$ cat src/rtl/div_seq.sv
// div_seq: iterative unsigned restoring divider.
// Produces one quotient bit per clock, so a result takes WIDTH cycles after
// the operand pair is accepted. Operands come in on a valid/ready handshake
// and results go out on a second one. Every output is driven from a register.
module div_seq #(
    parameter int WIDTH = 32
) (
    input  logic             clk,
    input  logic             reset_n,
    input  logic             in_valid,
    output logic             in_ready,
    input  logic [WIDTH-1:0] dividend,
    input  logic [WIDTH-1:0] divisor,
    output logic             out_valid,
    input  logic             out_ready,
    output logic [WIDTH-1:0] quotient,
    output logic [WIDTH-1:0] remainder,
    output logic             div_by_zero
);

    localparam int CW = $clog2(WIDTH + 1);

    typedef enum logic [1:0] {
        IDLE = 2'd0,
        BUSY = 2'd1,
        DONE = 2'd2
    } state_t;

    state_t           r_state;
    logic [WIDTH-1:0] r_q;        // dividend shifts out, quotient shifts in
    logic [WIDTH-1:0] r_div;      // divisor captured on accept
    logic [WIDTH-1:0] r_rem;      // partial remainder; after each step it is < divisor, so WIDTH bits suffice
    logic [CW-1:0]    r_cnt;      // steps left
    logic             r_zero;     // captured divisor was zero
    logic             r_in_ready;
    logic             r_out_valid;
    logic             r_dbz;

    // One restoring step: the shifted remainder needs WIDTH+1 bits for the compare.
    logic [WIDTH:0]   w_shift;
    logic             w_ge;
    logic [WIDTH-1:0] w_sub;

    assign w_shift = {r_rem, r_q[WIDTH-1]};
    assign w_ge    = (w_shift >= {1'b0, r_div});
    // The difference is always below the divisor, so the low WIDTH bits are exact.
    assign w_sub   = w_shift[WIDTH-1:0] - r_div;

    // Handshake FSM plus datapath; all outputs registered here.
    always_ff @(posedge clk or negedge reset_n) begin
        if (!reset_n) begin
            r_state     <= IDLE;
            r_q         <= '0;
            r_div       <= '0;
            r_rem       <= '0;
            r_cnt       <= '0;
            r_zero      <= 1'b0;
            r_in_ready  <= 1'b1;
            r_out_valid <= 1'b0;
            r_dbz       <= 1'b0;
        end else begin
            case (r_state)
                IDLE: begin
                    if (in_valid) begin
                        r_q        <= dividend;
                        r_div      <= divisor;
                        r_rem      <= '0;
                        r_cnt      <= CW'(WIDTH);
                        r_zero     <= (divisor == '0);
                        r_dbz      <= 1'b0;
                        r_in_ready <= 1'b0;
                        r_state    <= BUSY;
                    end
                end
                BUSY: begin
                    r_rem <= w_ge ? w_sub : w_shift[WIDTH-1:0];
                    r_q   <= {r_q[WIDTH-2:0], w_ge};
                    r_cnt <= r_cnt - CW'(1);
                    if (r_cnt == CW'(1)) begin
                        r_state     <= DONE;
                        r_out_valid <= 1'b1;
                        r_dbz       <= r_zero;
                        // With a zero divisor every step subtracts nothing, so the
                        // remainder register already ends up holding the dividend;
                        // the quotient is forced explicitly to all ones.
                        if (r_zero) begin
                            r_q <= '1;
                        end
                    end
                end
                DONE: begin
                    if (out_ready) begin
                        r_out_valid <= 1'b0;
                        r_in_ready  <= 1'b1;
                        r_state     <= IDLE;
                    end
                end
                default: begin
                    r_state     <= IDLE;
                    r_in_ready  <= 1'b1;
                    r_out_valid <= 1'b0;
                end
            endcase
        end
    end

    assign in_ready    = r_in_ready;
    assign out_valid   = r_out_valid;
    assign quotient    = r_q;
    assign remainder   = r_rem;
    assign div_by_zero = r_dbz;

endmodule

$ cat config.mk
export PLATFORM = sky130hd
export DESIGN_NAME = div_seq
export DESIGN_NICKNAME = d
export VERILOG_FILES = /design/src/rtl/div_seq.sv
export SDC_FILE = /design/constraint.sdc
export NUM_CORES = 1
export LEC_CHECK = 0
export CAP_MARGIN = 20
export CORE_MARGIN = 1.5
export CORE_UTILIZATION = 55
export DETAILED_ROUTE_END_ITERATION = 6
export PLACE_DENSITY = 0.85
export SYNTH_ARGS = -nofsm -noshare
export SYNTH_HDL_FRONTEND = slang
export SYNTH_SLANG_ARGS = --single-unit
$ cat constraint.sdc
create_clock -name clk -period 4.8 [get_ports clk]
set_input_delay 0.96 -clock clk [delete_from_list [all_inputs] [get_ports clk]]
set_output_delay 0.96 -clock clk [all_outputs]
set_load 0.1 [all_outputs]
==> results.sh, run 1 <==
export IMPL_status="finished with violations"
export IMPL_violations="DRC"
export IMPL_cts_resized=0
export IMPL_setup_ws_ps=1360
export IMPL_die_area_um2=12600
export IMPL_drc=11
export IMPL_grt_antenna_before_repair=0
export IMPL_synth_seq_cells=108
export IMPL_cts_setup_buffers=0
export IMPL_critPathCaptureType="register"
export IMPL_critPathRequiredTime_ps=5090
export IMPL_clockRootBuffer="clkbuf_16"
export IMPL_start_kind="register"
export IMPL_cts_tree="built"
export IMPL_worstSetupStartpoint="remainder[5]"
export IMPL_rsz0062_at_grt="false"
export IMPL_worstMarginPinSlew_ps=1030
export IMPL_avgRoutedWirePerCell_um=16.7
export IMPL_synthFlopType="dfrtp_1"
export IMPL_routed_via_density=5.83
export IMPL_holdWs_ps=510
export IMPL_fmax_mhz=291
export IMPL_hp_start="r_cnt[4]"
export IMPL_arrival_ps=3730
export IMPL_ys_top_cells_by_area="dfrtp_1 (41%), o21ai_0 (6.6%), nand2_1 (6.6%), ha_1 (6.5%), a21oi_1 (5.1%)"
export IMPL_slew_headroom_pct=31.1
export IMPL_nNetsFinal=988
export IMPL_wirelength_um=17200
export IMPL_path_common_cell="o21ai_1"
export IMPL_die_h_um=112
export IMPL_post_place_cells=1015
export IMPL_reg2reg_depth=10
export IMPL_syn_nets=878
export IMPL_period_minus_slack_ps=3440
export IMPL_rrSetupSlack_ps=1360
export IMPL_clock_path_buffers=2
export IMPL_drt_iter0_markers=398
export IMPL_synthArstFlopShare_pct=100
export IMPL_ys_types=62
export IMPL_synthCells=775
export IMPL_cts_htree_levels=3
export IMPL_layout_drive_gt1_share_pct=4.94
export IMPL_rr_startpoint="remainder[5]"
export IMPL_syn_to_final_growth_pct=25.8
export IMPL_vias=6025
export IMPL_synth_top_area_share_pct=40.8
export IMPL_num_antenna_cells=0
export IMPL_rows=39
export IMPL_setup_violations=0
export IMPL_path_cells="ha_1 > a21o_1 > a211o_1 > or3b_4 > a31oi_4 > a21oi_1 > o21ai_1 > o31a_2 > mux2_2 > o21ai_1"
export IMPL_synth_common_cells="nand2_1 (116), dfrtp_1 (107), o21ai_0 (87), a21oi_1 (67), nor2_1 (53)"
export IMPL_cp_endpoint="remainder[1]"
export IMPL_clk_pin_slew_ps=80
export IMPL_clock_sinks=108
export IMPL_grt_pass1_vias=5893
export IMPL_yosys_warnings=0
export IMPL_yosysTopAreaCell="dfrtp_1"
export IMPL_firstDrtPassIters=7
export IMPL_setup_tns_final_ps=0
export IMPL_overflow=0
export IMPL_place_congestion=0.921
export IMPL_slowest_delay_ps=840
export IMPL_hold_viol=0
export IMPL_hpwl_um=12200
export IMPL_ys_seq_area_share_pct=41.2
export IMPL_synthMostInstantiatedCell="nand2_1"
export IMPL_globalRouteTotalUtil_pct=27.8
export IMPL_floorplan_die_width_um=112
export IMPL_cp_max_fo=34
export IMPL_fp_coreArea_um2=11500
export IMPL_synth_edf_count=0
export IMPL_grt_max_degree=97
export IMPL_port_buffers=134
export IMPL_crit_type="register to register"
export IMPL_fin_crit_sh_pct=71.6
export IMPL_cp_slowest_cell="o31a_2"
export IMPL_postRouteAntennaNets=0
export IMPL_drv_slew=0
export IMPL_r2r_end="remainder[1]"
export IMPL_maxCapViolCount=0
export IMPL_place_ws_ps=1410
export IMPL_grt_pass1_wl_um=28200
export IMPL_insertion_delay_ps=360
export IMPL_holdBufCountCts=0
export IMPL_start_util_pct=56.9
export IMPL_cts_buffers_inserted=9
export IMPL_hold_path_class="register to register"
export IMPL_syn_avg_cell_area_um2=8.46
export IMPL_finClkSkew_ps=11.0
export IMPL_ios=135
export IMPL_fin_cells=1033
export IMPL_netlist_area_um2=6560
## how the worst min path moves through the flow
stage,endpoint,slack (ps),depth (start not counted)
floorplan,r_div[0],450,2
global placement,r_cnt[5],470,1
detailed placement,r_cnt[5],490,1
CTS,r_cnt[5],510,1
global route,r_cnt[4],530,1
finish,r_cnt[4],510,1
## critical path, delay by kind of cell, from the launching register on
kind,cells,cell delay [ps]
and+or+nand+nor,1,400
DFF,1,420
muxes,1,420
AOI/OAI and AO/OA,7,1700
adders and majority gates,1,420
## cell type report
| type | count | area [um2] |
|---|---|---|
| timing repair buffer | 141 | 1420 |
| fill | 890 | 3260 |
| inverter | 41 | 154 |
| multi-input combinational | 584 | 3510 |
| clock inverter | 6 | 51.3 |
| tap | 143 | 179 |
| clock buffer | 10 | 239 |
| sequential | 108 | 2700 |
## cells by family after synthesis
family | synth area share, %
muxes | 4.16
DFF | 41.2
AOI/OAI and AO/OA | 21.2
adders and majority gates | 6.79
buffers and inverters | 5.61
and+or+nand+nor | 17.7
xor gates and xnor gates | 3.34
## per-stage QoR
stage | area (um2) | util [%]
global route | 8250 | 71.7
CTS | 8210 | 71.3
finish | 8250 | 71.7
global placement | 7920 | 68.8
detailed placement | 7920 | 68.8
floorplan | 6560 | -
## sequential cells by signal (all words and copies together), names as in the netlist
name,cells
r_zero,1
r_div,32
div_by_zero,1
in_ready,1
out_valid,1
quotient,32
remainder,32
r_state,2
r_cnt,6
## per-layer routing
metal  part of all wire [%]  global-route usage [%]  vias up
met5                      0                       0        -
met4                    2.4                    10.5        0
met3                    6.1                    6.16       22
met2                     49                    47.4      194
met1                     42                    34.6     2886
li1                       -                       -     2923
## cells in the final DEF, fill, tap and decap left out, types with 4 or more instances in the layout
| cell type | instances |
|---|---|
| clkdlybuf4s50_1 | 133 |
| nand2_1 | 116 |
| dfrtp_1 | 107 |
| o21ai_0 | 87 |
| a21oi_1 | 67 |
| nor2_1 | 52 |
| inv_1 | 40 |
| o21ai_1 | 34 |
| ha_1 | 34 |
| nand3_1 | 28 |
| mux2i_1 | 25 |
| nor4_1 | 13 |
| xnor2_1 | 13 |
| xor2_1 | 12 |
| a21o_1 | 11 |
| clkbuf_16 | 9 |
| and3_1 | 6 |
| nand4_1 | 6 |
| o2bb2a_1 | 6 |
| buf_4 | 6 |
| nand2b_1 | 5 |
| o21bai_1 | 5 |
| or2_2 | 5 |
| o21a_1 | 4 |
| and2_1 | 4 |
| nor3_1 | 4 |
| a31oi_1 | 4 |
Power of run 1 is left out: the tool's default activity adds up to more than one toggle a clock period on the data nets, which glitch-free logic cannot reach.
==> inputs of run 2 (changes only) <==
CORE_UTILIZATION = 52   (was 55)
PLACE_DENSITY = 0.81   (was 0.85)
clock period = 3.4 ns   (was 4.8 ns; I/O delays follow)
==> results.sh, run 2 (same netlist as run 1, synthesis figures left out) <==
export IMPL_status="completed"
export IMPL_period_minus_slack_ps=3060
export IMPL_layout_drive_gt1_share_pct=12.6
export IMPL_rows=40
export IMPL_cp_max_fo=19
export IMPL_fin_cells=1060
export IMPL_hold_path_class="primary input to async pin"
export IMPL_grt_pass1_vias=5846
export IMPL_critPathRequiredTime_ps=3620
export IMPL_port_buffers=134
export IMPL_cts_resized=0
export IMPL_vias=5994
export IMPL_start_kind="register"
export IMPL_setup_ws_ps=342
export IMPL_cts_tree="built"
export IMPL_ios=135
export IMPL_place_ws_ps=355
export IMPL_mostFrequentLayoutCells="nand2_1 (116), dfrtp_1 (107), o21ai_0 (87), buf_4 (75), a21oi_1 (67)"
export IMPL_cts_htree_levels=3
export IMPL_drt_iter0_markers=332
export IMPL_place_congestion=0.941
export IMPL_arrival_ps=3280
export IMPL_drv_slew=0
export IMPL_clockRootBuffer="clkbuf_16"
export IMPL_setup_violations=0
export IMPL_fin_crit_sh_pct=89.9
export IMPL_clock_path_buffers=2
export IMPL_holdBufCountCts=0
export IMPL_grt_max_degree=97
export IMPL_postRouteAntennaNets=0
export IMPL_cts_buffers_inserted=9
export IMPL_final_common_cell="nand2_1"
export IMPL_grt_pass1_wl_um=27900
export IMPL_insertion_delay_ps=360
export IMPL_worstMarginPinSlew_ps=851
export IMPL_cts_setup_buffers=0
export IMPL_fp_coreArea_um2=12200
export IMPL_syn_to_final_growth_pct=24.0
export IMPL_nNetsFinal=990
export IMPL_floorplan_die_width_um=115
export IMPL_slew_headroom_pct=43.3
export IMPL_die_h_um=115
export IMPL_maxCapViolCount=0
export IMPL_num_antenna_cells=0
export IMPL_reg2reg_depth=11
export IMPL_clk_pin_slew_ps=70
export IMPL_finClkSkew_ps=10.3
export IMPL_globalRouteTotalUtil_pct=26.5
export IMPL_drc=0
export IMPL_setup_tns_final_ps=0
export IMPL_wirelength_um=16700
export IMPL_rsz0062_at_grt="false"
export IMPL_hpwl_um=12200
export IMPL_firstDrtPassIters=5
export IMPL_grt_antenna_before_repair=0
export IMPL_routed_via_density=5.65
export IMPL_start_util_pct=53.9
export IMPL_clock_sinks=108
export IMPL_post_place_cells=1043
export IMPL_fmax_mhz=327
export IMPL_hold_viol=0
export IMPL_avgRoutedWirePerCell_um=15.7
export IMPL_overflow=0
export IMPL_die_area_um2=13300
export IMPL_crit_type="register to register"
export IMPL_critPathCaptureType="register"
## run 2: cell types whose count changed in the layout (fill, tap and decap cells not counted), sizes merged
cell / change
buf: +69
clkbuf: +1
clkdlybuf4s50: -67
clkinvlp: +1
inv: -2
## run 2: cell type report
| cell class | count | area, um2 |
|---|---|---|
| Sequential cell | 108 | 2700 |
| Timing Repair Buffer | 143 | 1270 |
| Inverter | 41 | 154 |
| Clock buffer | 11 | 243 |
| Clock inverter | 5 | 45.0 |
| Multi-Input combinational cell | 584 | 3510 |
| Fill cell | 1010 | 4030 |
| Tap cell | 168 | 210 |
## run 2: critical path, cell delays in order, from the launching register on
cell	delay [ps]
dfrtp_1	420
ha_1	410
a21o_1	170
a211o_1	120
or3b_4	410
a31oi_4	210
a21oi_1	110
o21ai_1	150
o31a_2	250
buf_4	330
mux2i_1	240
o21ai_1	80
## run 2: final timing paths
kind | startpoint | endpoint | slack [ps]
worst max-delay path | remainder[5] | remainder[28] | 340
worst min-delay path | reset_n | r_div[14] | 340
worst max register to register | remainder[5] | remainder[28] | 340
worst min register to register | r_cnt[5] | r_cnt[5] | 500
max in group asynchronous | reset_n | r_div[24] | 2320
min in group clk | r_cnt[5] | r_cnt[5] | 500
## run 2: metrics by stage
step	cell area (um2)	hold WS, ps	util (%)
global placement	7820	472	64.3
global route	8130	398	66.9
finish	8130	335	66.9
detailed placement	7820	492	64.3
floorplan	6560	384	-
CTS	8110	366	66.6
## run 2: per-layer routing
layer / part of all wire [%] / up-vias / global-route usage [%] / wire [um]
met3: 6.8 / 28 / 6.48 / 1130
met1: 43 / 2857 / 33.4 / 7180
met2: 48 / 185 / 44.5 / 7950
met4: 2.5 / 0 / 9.79 / 410
met5: 0 / - / 0 / 0
li1: - / 2924 / - / -
Power of run 2 is left out for the same reason.
==> inputs of run 3 (changes only) <==
CORE_UTILIZATION = 30   (was 52)
CTS_CLUSTER_SIZE = 30   (was default)
PLACE_DENSITY = default   (was 0.81)
==> results.sh, run 3 (same netlist as run 1, synthesis figures left out) <==
export IMPL_critPathCaptureType="register"
export IMPL_holdWs_ps=347
export IMPL_critPathRequiredTime_ps=3630
export IMPL_grt_pass1_wl_um=29600
export IMPL_clk_pin_slew_ps=70
export IMPL_slew_headroom_pct=40.6
export IMPL_mostFrequentLayoutCells="nand2_1 (116), dfrtp_1 (107), o21ai_0 (87), buf_4 (77), a21oi_1 (67)"
export IMPL_overflow=0
export IMPL_place_ws_ps=454
export IMPL_clockRootBuffer="clkbuf_16"
export IMPL_avgRoutedWirePerCell_um=15.7
export IMPL_cts_resized=0
export IMPL_rr_startpoint="remainder[5]"
export IMPL_cp_max_fo=20
export IMPL_holdBufCountCts=0
export IMPL_nNetsFinal=991
export IMPL_status="completed"
export IMPL_start_util_pct=30.9
export IMPL_vias=5859
export IMPL_syn_to_final_growth_pct=26.1
export IMPL_drc=0
export IMPL_die_h_um=151
export IMPL_place_congestion=0.823
export IMPL_rsz0062_at_grt="false"
export IMPL_drv_slew=0
export IMPL_arrival_ps=3170
export IMPL_fp_coreArea_um2=21200
export IMPL_wirelength_um=18300
export IMPL_floorplan_die_width_um=151
export IMPL_layout_drive_gt1_share_pct=12.8
export IMPL_r2r_end="remainder[17]"
export IMPL_setup_tns_final_ps=0
export IMPL_drt_iter0_markers=315
export IMPL_worstMarginPinSlew_ps=891
export IMPL_setup_ws_ps=458
export IMPL_finClkSkew_ps=8.39
export IMPL_cts_buffers_inserted=9
export IMPL_period_minus_slack_ps=2940
export IMPL_fmax_mhz=340
export IMPL_routed_via_density=5.02
export IMPL_hpwl_um=13300
export IMPL_hold_path_class="primary input to async pin"
export IMPL_place_area_um2=7970
export IMPL_port_buffers=134
export IMPL_hold_viol=0
export IMPL_fin_crit_sh_pct=86.5
export IMPL_cts_tree="built"
export IMPL_num_antenna_cells=0
export IMPL_cts_setup_buffers=0
export IMPL_final_common_cell="nand2_1"
export IMPL_clock_sinks=108
export IMPL_finalInstanceArea_um2=8270
export IMPL_setup_violations=0
export IMPL_grt_max_degree=97
export IMPL_maxCapViolCount=0
export IMPL_globalRouteTotalUtil_pct=16.5
export IMPL_firstDrtPassIters=4
export IMPL_crit_type="register to register"
export IMPL_grt_pass1_vias=5662
export IMPL_rows=53
export IMPL_insertion_delay_ps=360
export IMPL_clock_path_buffers=2
export IMPL_grt_antenna_before_repair=0
export IMPL_die_area_um2=22800
export IMPL_start_kind="register"
export IMPL_postRouteAntennaNets=0
export IMPL_cts_htree_levels=3
export IMPL_reg2reg_depth=11
export IMPL_ios=135
export IMPL_rrSetupSlack_ps=460
==> run 3: cell types whose count changed in the layout (fill, tap and decap cells not counted) <==
cell / before / now
buf_16: 1 / 0
buf_4: 75 / 77
bufinv_16: 0 / 1
clkbuf_1: 1 / 0
clkbuf_8: 1 / 0
clkinv_2: 0 / 1
clkinvlp_4: 1 / 2
inv_8: 1 / 0
==> run 3: routing by layer <==
| metal | GRT usage, % | vias to the layer above | routed length (um) |
|---|---|---|---|
| met2 | 27.3 | 131 | 8620 |
| met5 | 0 | - | 0 |
| li1 | - | 2919 | - |
| met1 | 21.2 | 2797 | 8240 |
| met4 | 3.40 | 0 | 159 |
| met3 | 5.24 | 12 | 1300 |
==> run 3: final cells by class <==
| cell class | instances | area [um2] |
|---|---|---|
| Inverter | 41 | 154 |
| Timing Repair Buffer | 144 | 1260 |
| Tap cell | 275 | 344 |
| Sequential cell | 108 | 2700 |
| Multi-Input combinational cell | 584 | 3510 |
| Clock inverter | 7 | 76.3 |
| Fill cell | 2192 | 13000 |
| Clock buffer | 9 | 225 |
==> run 3: worst max path at each step <==
stage                             from             to  slack, ps  cells after the start
after global routing      remainder[5]  remainder[21]        190                     11
after global placement    remainder[5]  remainder[16]        540                     11
after floorplan           remainder[5]  remainder[31]        200                     12
final                     remainder[5]  remainder[17]        460                     11
after CTS                 remainder[5]  remainder[24]        450                     11
after detailed placement  remainder[5]  remainder[24]        450                     11
==> run 3: critical path, stage by stage, from the launching register on <==
cell and delay (ps):
dfrtp_1 420, ha_1 410, a21o_1 170, a211o_1 120, or3b_4 400, a31oi_4 220, a21oi_1 100, o21ai_1 140
o31a_2 210, buf_4 310, mux2i_1 230, o21ai_1 70
==> run 3: per-stage QoR <==
step / utilization, % / instances
2_1_floorplan: - / 775
3_3_place_gp: 37.5 / 1152
3_5_place_dp: 37.5 / 1152
4_1_cts: 39.0 / 1168
5_1_grt: 39.0 / 1168
6_report: 39.0 / 1168
Power of run 3 is left out for the same reason.
